## src/rtl/debounce_pkg.sv

```systemverilog
// Shared constants and helpers for the multi-channel push-button debouncer.
package debounce_pkg;
    localparam int SYNC_STAGES = 2;

    function automatic int hold_cnt_w(input int hold_ticks);
        return $clog2(hold_ticks + 1);
    endfunction
endpackage

```

## src/rtl/debounce_chan.sv

```systemverilog
// One debounced button: synchroniser, sample window with hysteresis,
// edge pulses and a saturating long-press hold counter.
module debounce_chan
    import debounce_pkg::*;
#(
    parameter int WINDOW     = 4,
    parameter int ACTIVE_LOW = 1,
    parameter int HOLD_TICKS = 200
) (
    input  logic clk,
    input  logic rst,
    input  logic sample_en,
    input  logic pb_in,
    output logic pb_level,
    output logic press_pulse,
    output logic release_pulse,
    output logic long_press
);
    localparam int                CW       = hold_cnt_w(HOLD_TICKS);
    localparam logic              INV      = (ACTIVE_LOW != 0);
    localparam logic [CW-1:0]     HOLD_MAX = CW'(HOLD_TICKS);
    localparam logic [CW-1:0]     HOLD_M1  = CW'(HOLD_TICKS - 1);

    logic [SYNC_STAGES-1:0] sync_q;
    logic [WINDOW-1:0]      win_q;
    logic [CW-1:0]          hold_q;
    logic                   sample;
    logic                   level_d;

    // The flops carry pressed-polarity so their cleared value already means
    // "released"; a held button after reset then sees the full press latency.
    assign sample = sync_q[SYNC_STAGES-1];

    always_comb begin
        level_d = pb_level;
        if (&win_q)
            level_d = 1'b1;
        else if (~|win_q)
            level_d = 1'b0;
    end

    always_ff @(posedge clk or posedge rst) begin
        if (rst) begin
            sync_q        <= '0;
            win_q         <= '0;
            hold_q        <= '0;
            pb_level      <= 1'b0;
            press_pulse   <= 1'b0;
            release_pulse <= 1'b0;
            long_press    <= 1'b0;
        end else begin
            sync_q        <= {sync_q[SYNC_STAGES-2:0], pb_in ^ INV};
            if (sample_en)
                win_q <= {win_q[WINDOW-2:0], sample};
            pb_level      <= level_d;
            press_pulse   <= level_d & ~pb_level;
            release_pulse <= ~level_d & pb_level;
            long_press    <= 1'b0;
            // Saturating count gives exactly one long_press per press.
            if (!pb_level) begin
                hold_q <= '0;
            end else if (sample_en && hold_q != HOLD_MAX) begin
                hold_q     <= hold_q + CW'(1);
                long_press <= (hold_q == HOLD_M1);
            end
        end
    end
endmodule

```

## src/rtl/debounce_multi.sv

```systemverilog
// CHANNELS independent debounced push-buttons sharing one clock, reset and
// sample tick.
module debounce_multi
    import debounce_pkg::*;
#(
    parameter int CHANNELS   = 4,
    parameter int WINDOW     = 4,
    parameter int ACTIVE_LOW = 1,
    parameter int HOLD_TICKS = 200
) (
    input  logic                clk,
    input  logic                rst,
    input  logic                sample_en,
    input  logic [CHANNELS-1:0] pb_in,
    output logic [CHANNELS-1:0] pb_level,
    output logic [CHANNELS-1:0] press_pulse,
    output logic [CHANNELS-1:0] release_pulse,
    output logic [CHANNELS-1:0] long_press
);
    for (genvar g = 0; g < CHANNELS; g++) begin : g_chan
        debounce_chan #(
            .WINDOW     (WINDOW),
            .ACTIVE_LOW (ACTIVE_LOW),
            .HOLD_TICKS (HOLD_TICKS)
        ) u_chan (
            .clk           (clk),
            .rst           (rst),
            .sample_en     (sample_en),
            .pb_in         (pb_in[g]),
            .pb_level      (pb_level[g]),
            .press_pulse   (press_pulse[g]),
            .release_pulse (release_pulse[g]),
            .long_press    (long_press[g])
        );
    end
endmodule

```

## config.mk

```make
export PLATFORM = sky130hd
export DESIGN_NAME = debounce_multi
export DESIGN_NICKNAME = d
export VERILOG_FILES = /design/src/rtl/debounce_pkg.sv /design/src/rtl/debounce_chan.sv /design/src/rtl/debounce_multi.sv
export SDC_FILE = /design/constraint.sdc
export NUM_CORES = 1
export LEC_CHECK = 0
export ABC_AREA = 0
export BUFFER_PORTS_ARGS = -buffer_cell sky130_fd_sc_hd__buf_2
export CAP_MARGIN = 20
export CORE_UTILIZATION = 55
export CTS_CLUSTER_DIAMETER = 150
export CTS_CLUSTER_SIZE = 8
export DETAILED_ROUTE_END_ITERATION = 6
export PLACE_DENSITY = 0.75
export SLEW_MARGIN = 10
export SYNTH_ARGS = -nofsm -noshare
export SYNTH_HDL_FRONTEND = slang
export SYNTH_SLANG_ARGS = --single-unit
```

## constraint.sdc

```tcl
create_clock -name clk -period 2.2 [get_ports clk]
set_input_delay 0.22 -clock clk [delete_from_list [all_inputs] [get_ports clk]]
set_output_delay 0.22 -clock clk [all_outputs]
set_load 0.01 [all_outputs]
```

==> impl_metrics.yaml <==
finish:
  fill_cells: 480
  layout-drive-gt1-share: 0.187
  seqCellArea_um2: 1800
  final_core_util: 0.630
  syn_to_final_growth_pct: 8.08
  multi_input_area_um2: 1220
  layout_common_cells: "72 x dfrtp_1, 29 x nand2_1, 24 x a21oi_1"
  nets: 328
  diodes: 0
  final_common_cell: "dfrtp_1"
logic_synthesis:
  syn_inst: 297
  synth.distinct_cells: 31
  syn_area_per_cell_um2: 11.0
  ys_ff_latch: 72
  yosysWarnings: 0
  ys_seq_area_frac: 0.551
  syn_area_um2: 3270
  syn_nets: 312
power_and_ir_drop:
  p_per_area_nw_per_um2: 744
  peakVddDrop_mv: 0.512
  total_leakage_power_uw: 0.00155
cts:
  cts_setup_buffers: 0
  cts_made_buffers: 9
  cts_max_path_buffers: 2
  cts_tree: "done"
  cts_resized: 0
  clock-root-buffer: "clkbuf_8"
  cts_hold_repair.buffers: 3
  cts.sinks: 72
  clk_pin_slew_ns: 0.07
  htree_levels: 3
  clkLatencyLatePin_ns: 0.33
floorplanning:
  die_w_um: 79.1
  initial_core_util: 0.583
  die_y_um: 79.1
  io_pins: 23
  die_area_um2: 6260
  core_um2: 5610
  rows: 27
route:
  dr.pass1.iters: 4
  wl_per_cell_um: 13.5
  ant_nets: 0
  drc: 0
  routed_wl_mm: 5.24
  avgViaCountPerCell: 5.55
  drtIter0Drc: 105
  route.vias.total: 2155
placed_design:
  io_buffers: 22
  hpwl_mm: 3.61
  routabilityCongestion: 0.772
sta:
  skew_ns: 0.00471
  rsz0062_at_grt: "no"
  hold_viol: 0
  setup_tns_ns: 0
  min_period_ns: 1.47
  drv_slew: 0
  whs_ns: 0.0221
  setup_viol: 0
  finalCritPeriodShare: 0.668
  max_slew_margin: 0.600
  worst-slew-pin-transition_ns: 0.599
  fmax_ghz: 0.681
grt:
  grt_max_degree: 46
  grt_pass1_wl_mm: 9.29
  antenna_found_initial: 0
  grt_overflow_total: 0
  grt_use_total: 0.196
  grt_pass1_vias: 2113
critical_path:
  critPathSlowestCell: "or4_1"
  criticalPathCategory: "register to register"
  startpoint_type: "register"
  crit_chain: "ha_1 > inv_1 > or4_1 > a21oi_1"
  crit_path_max_incr_delay_ns: 0.49
  cp_top_family: "simple AND/OR/NAND/NOR gates"
  cp_data_required_time_ns: 2.45
  endpoint_kind: "register"
  path_buf_inv: 1
  crit_fanout: 6
  regToRegSetupSlack_ns: 0.73
  arrival_ns: 1.72
min_path:
  hold_path.class: "input port to register"
job:
  drv_cap: 0
status:
  outcome: "complete, no violations"
[where the power goes]
group          internal [uW]  switching [uW]
Sequential              1410            90.6
Clock                    427             432
Combinational            115             151
[stage by stage]
step | setup slack [ns] | cell area [um^2] | total power, uW | cells
finish | 0.731 | 3530 | 2630 | 388
global route | 0.639 | 3530 | 2760 | 388
CTS | 0.723 | 3530 | 2660 | 388
detailed placement | 0.641 | 3350 | 1800 | 371
global placement | 0.707 | 3350 | 1790 | 371
floorplan | 0.155 | 3270 | 1730 | 297
[worst paths after layout]
kind,startpoint,end,depth (start not counted)
max,g_chan[0].u_chan.hold_q[1]$_DFFE_PP0P_,g_chan[0].u_chan.hold_q[6]$_DFFE_PP0P_,4
max reg2reg,g_chan[0].u_chan.hold_q[1]$_DFFE_PP0P_,g_chan[0].u_chan.hold_q[6]$_DFFE_PP0P_,4
min,pb_in[2],g_chan[2].u_chan.sync_q[0]$_DFF_PP0_,2
min reg2reg,g_chan[2].u_chan.sync_q[0]$_DFF_PP0_,g_chan[2].u_chan.sync_q[1]$_DFF_PP0_,0
max in group asynchronous,rst,g_chan[2].u_chan.hold_q[1]$_DFFE_PP0P_,4
min in group asynchronous,rst,g_chan[3].u_chan.sync_q[0]$_DFF_PP0_,3
[synth_stat cells]
library cell / number / area, um^2
and4bb_2: 1 / 12.5
nand2_1: 29 / 109
mux2i_1: 8 / 80.1
o2111ai_1: 3 / 26.3
nor2_1: 8 / 30.0
nand3_1: 12 / 60.1
o21ai_0: 11 / 55.1
nand4_1: 8 / 50.1
a21oi_1: 24 / 120
or3_1: 13 / 81.3
o31ai_1: 2 / 15.0
mux2_2: 16 / 180
a311o_2: 1 / 11.3
nor4_1: 3 / 18.8
buf_4: 17 / 128
a41oi_1: 1 / 8.76
clkbuf_1: 2 / 7.51
inv_1: 20 / 75.1
nand4bb_1: 3 / 33.8
nor4b_1: 1 / 8.76
or4b_1: 1 / 10.0
o31a_1: 3 / 26.3
ha_1: 8 / 100
nor3_1: 4 / 20.0
buf_2: 4 / 20.0
or4_1: 2 / 15.0
nor3b_1: 4 / 30.0
dfrtp_1: 72 / 1800
nand4_2: 4 / 50.1
xor2_1: 8 / 70.1
clkinv_1: 4 / 15.0
[worst register-to-register path: cells and delay by family (launching register included)]
kind / cells / cell delay [ns]
compound gates: 1 / 0.16
fa+ha+maj: 1 / 0.24
buf+inv: 1 / 0.08
flops: 1 / 0.42
simple gates: 1 / 0.49
[logic make-up (layout without fill, tap and decap cells)]
logic type | count (synthesis) | in the layout | share of synthesized area
muxes | 24 | 24 | 0.0796
AOI/OAI and AO/OA | 45 | 45 | 0.0804
buffers and inverters | 47 | 66 | 0.0750
adders and majority gates | 8 | 8 | 0.0306
xor gates and xnor gates | 8 | 8 | 0.0214
and+or+nand+nor | 93 | 93 | 0.162
DFF | 72 | 72 | 0.551
[sequential cells by signal (all words and copies together), names as in the netlist]
name / flops
g_chan.u_chan.hold_q: 32
g_chan.u_chan.win_q: 16
g_chan.u_chan.sync_q: 8
g_chan.u_chan.long_press: 4
g_chan.u_chan.pb_level: 4
g_chan.u_chan.press_pulse: 4
g_chan.u_chan.release_pulse: 4
[final cells by class]
cell class | count | area share
clock buffers | 13 | 0.0421
clock inverters | 1 | 0.00142
inverters | 24 | 0.0255
multi-input cells | 178 | 0.346
flip-flops and latches | 72 | 0.510
well taps | 72 | 0.0255
repair buffers | 28 | 0.0496
[layer usage]
metal | global-route usage | wire (um)
met2 | 0.317 | 2480
met3 | 0.0368 | 164
met5 | 0 | 0
met4 | 0.124 | 137
met1 | 0.243 | 2460
(Power assumes the default switching activity.)
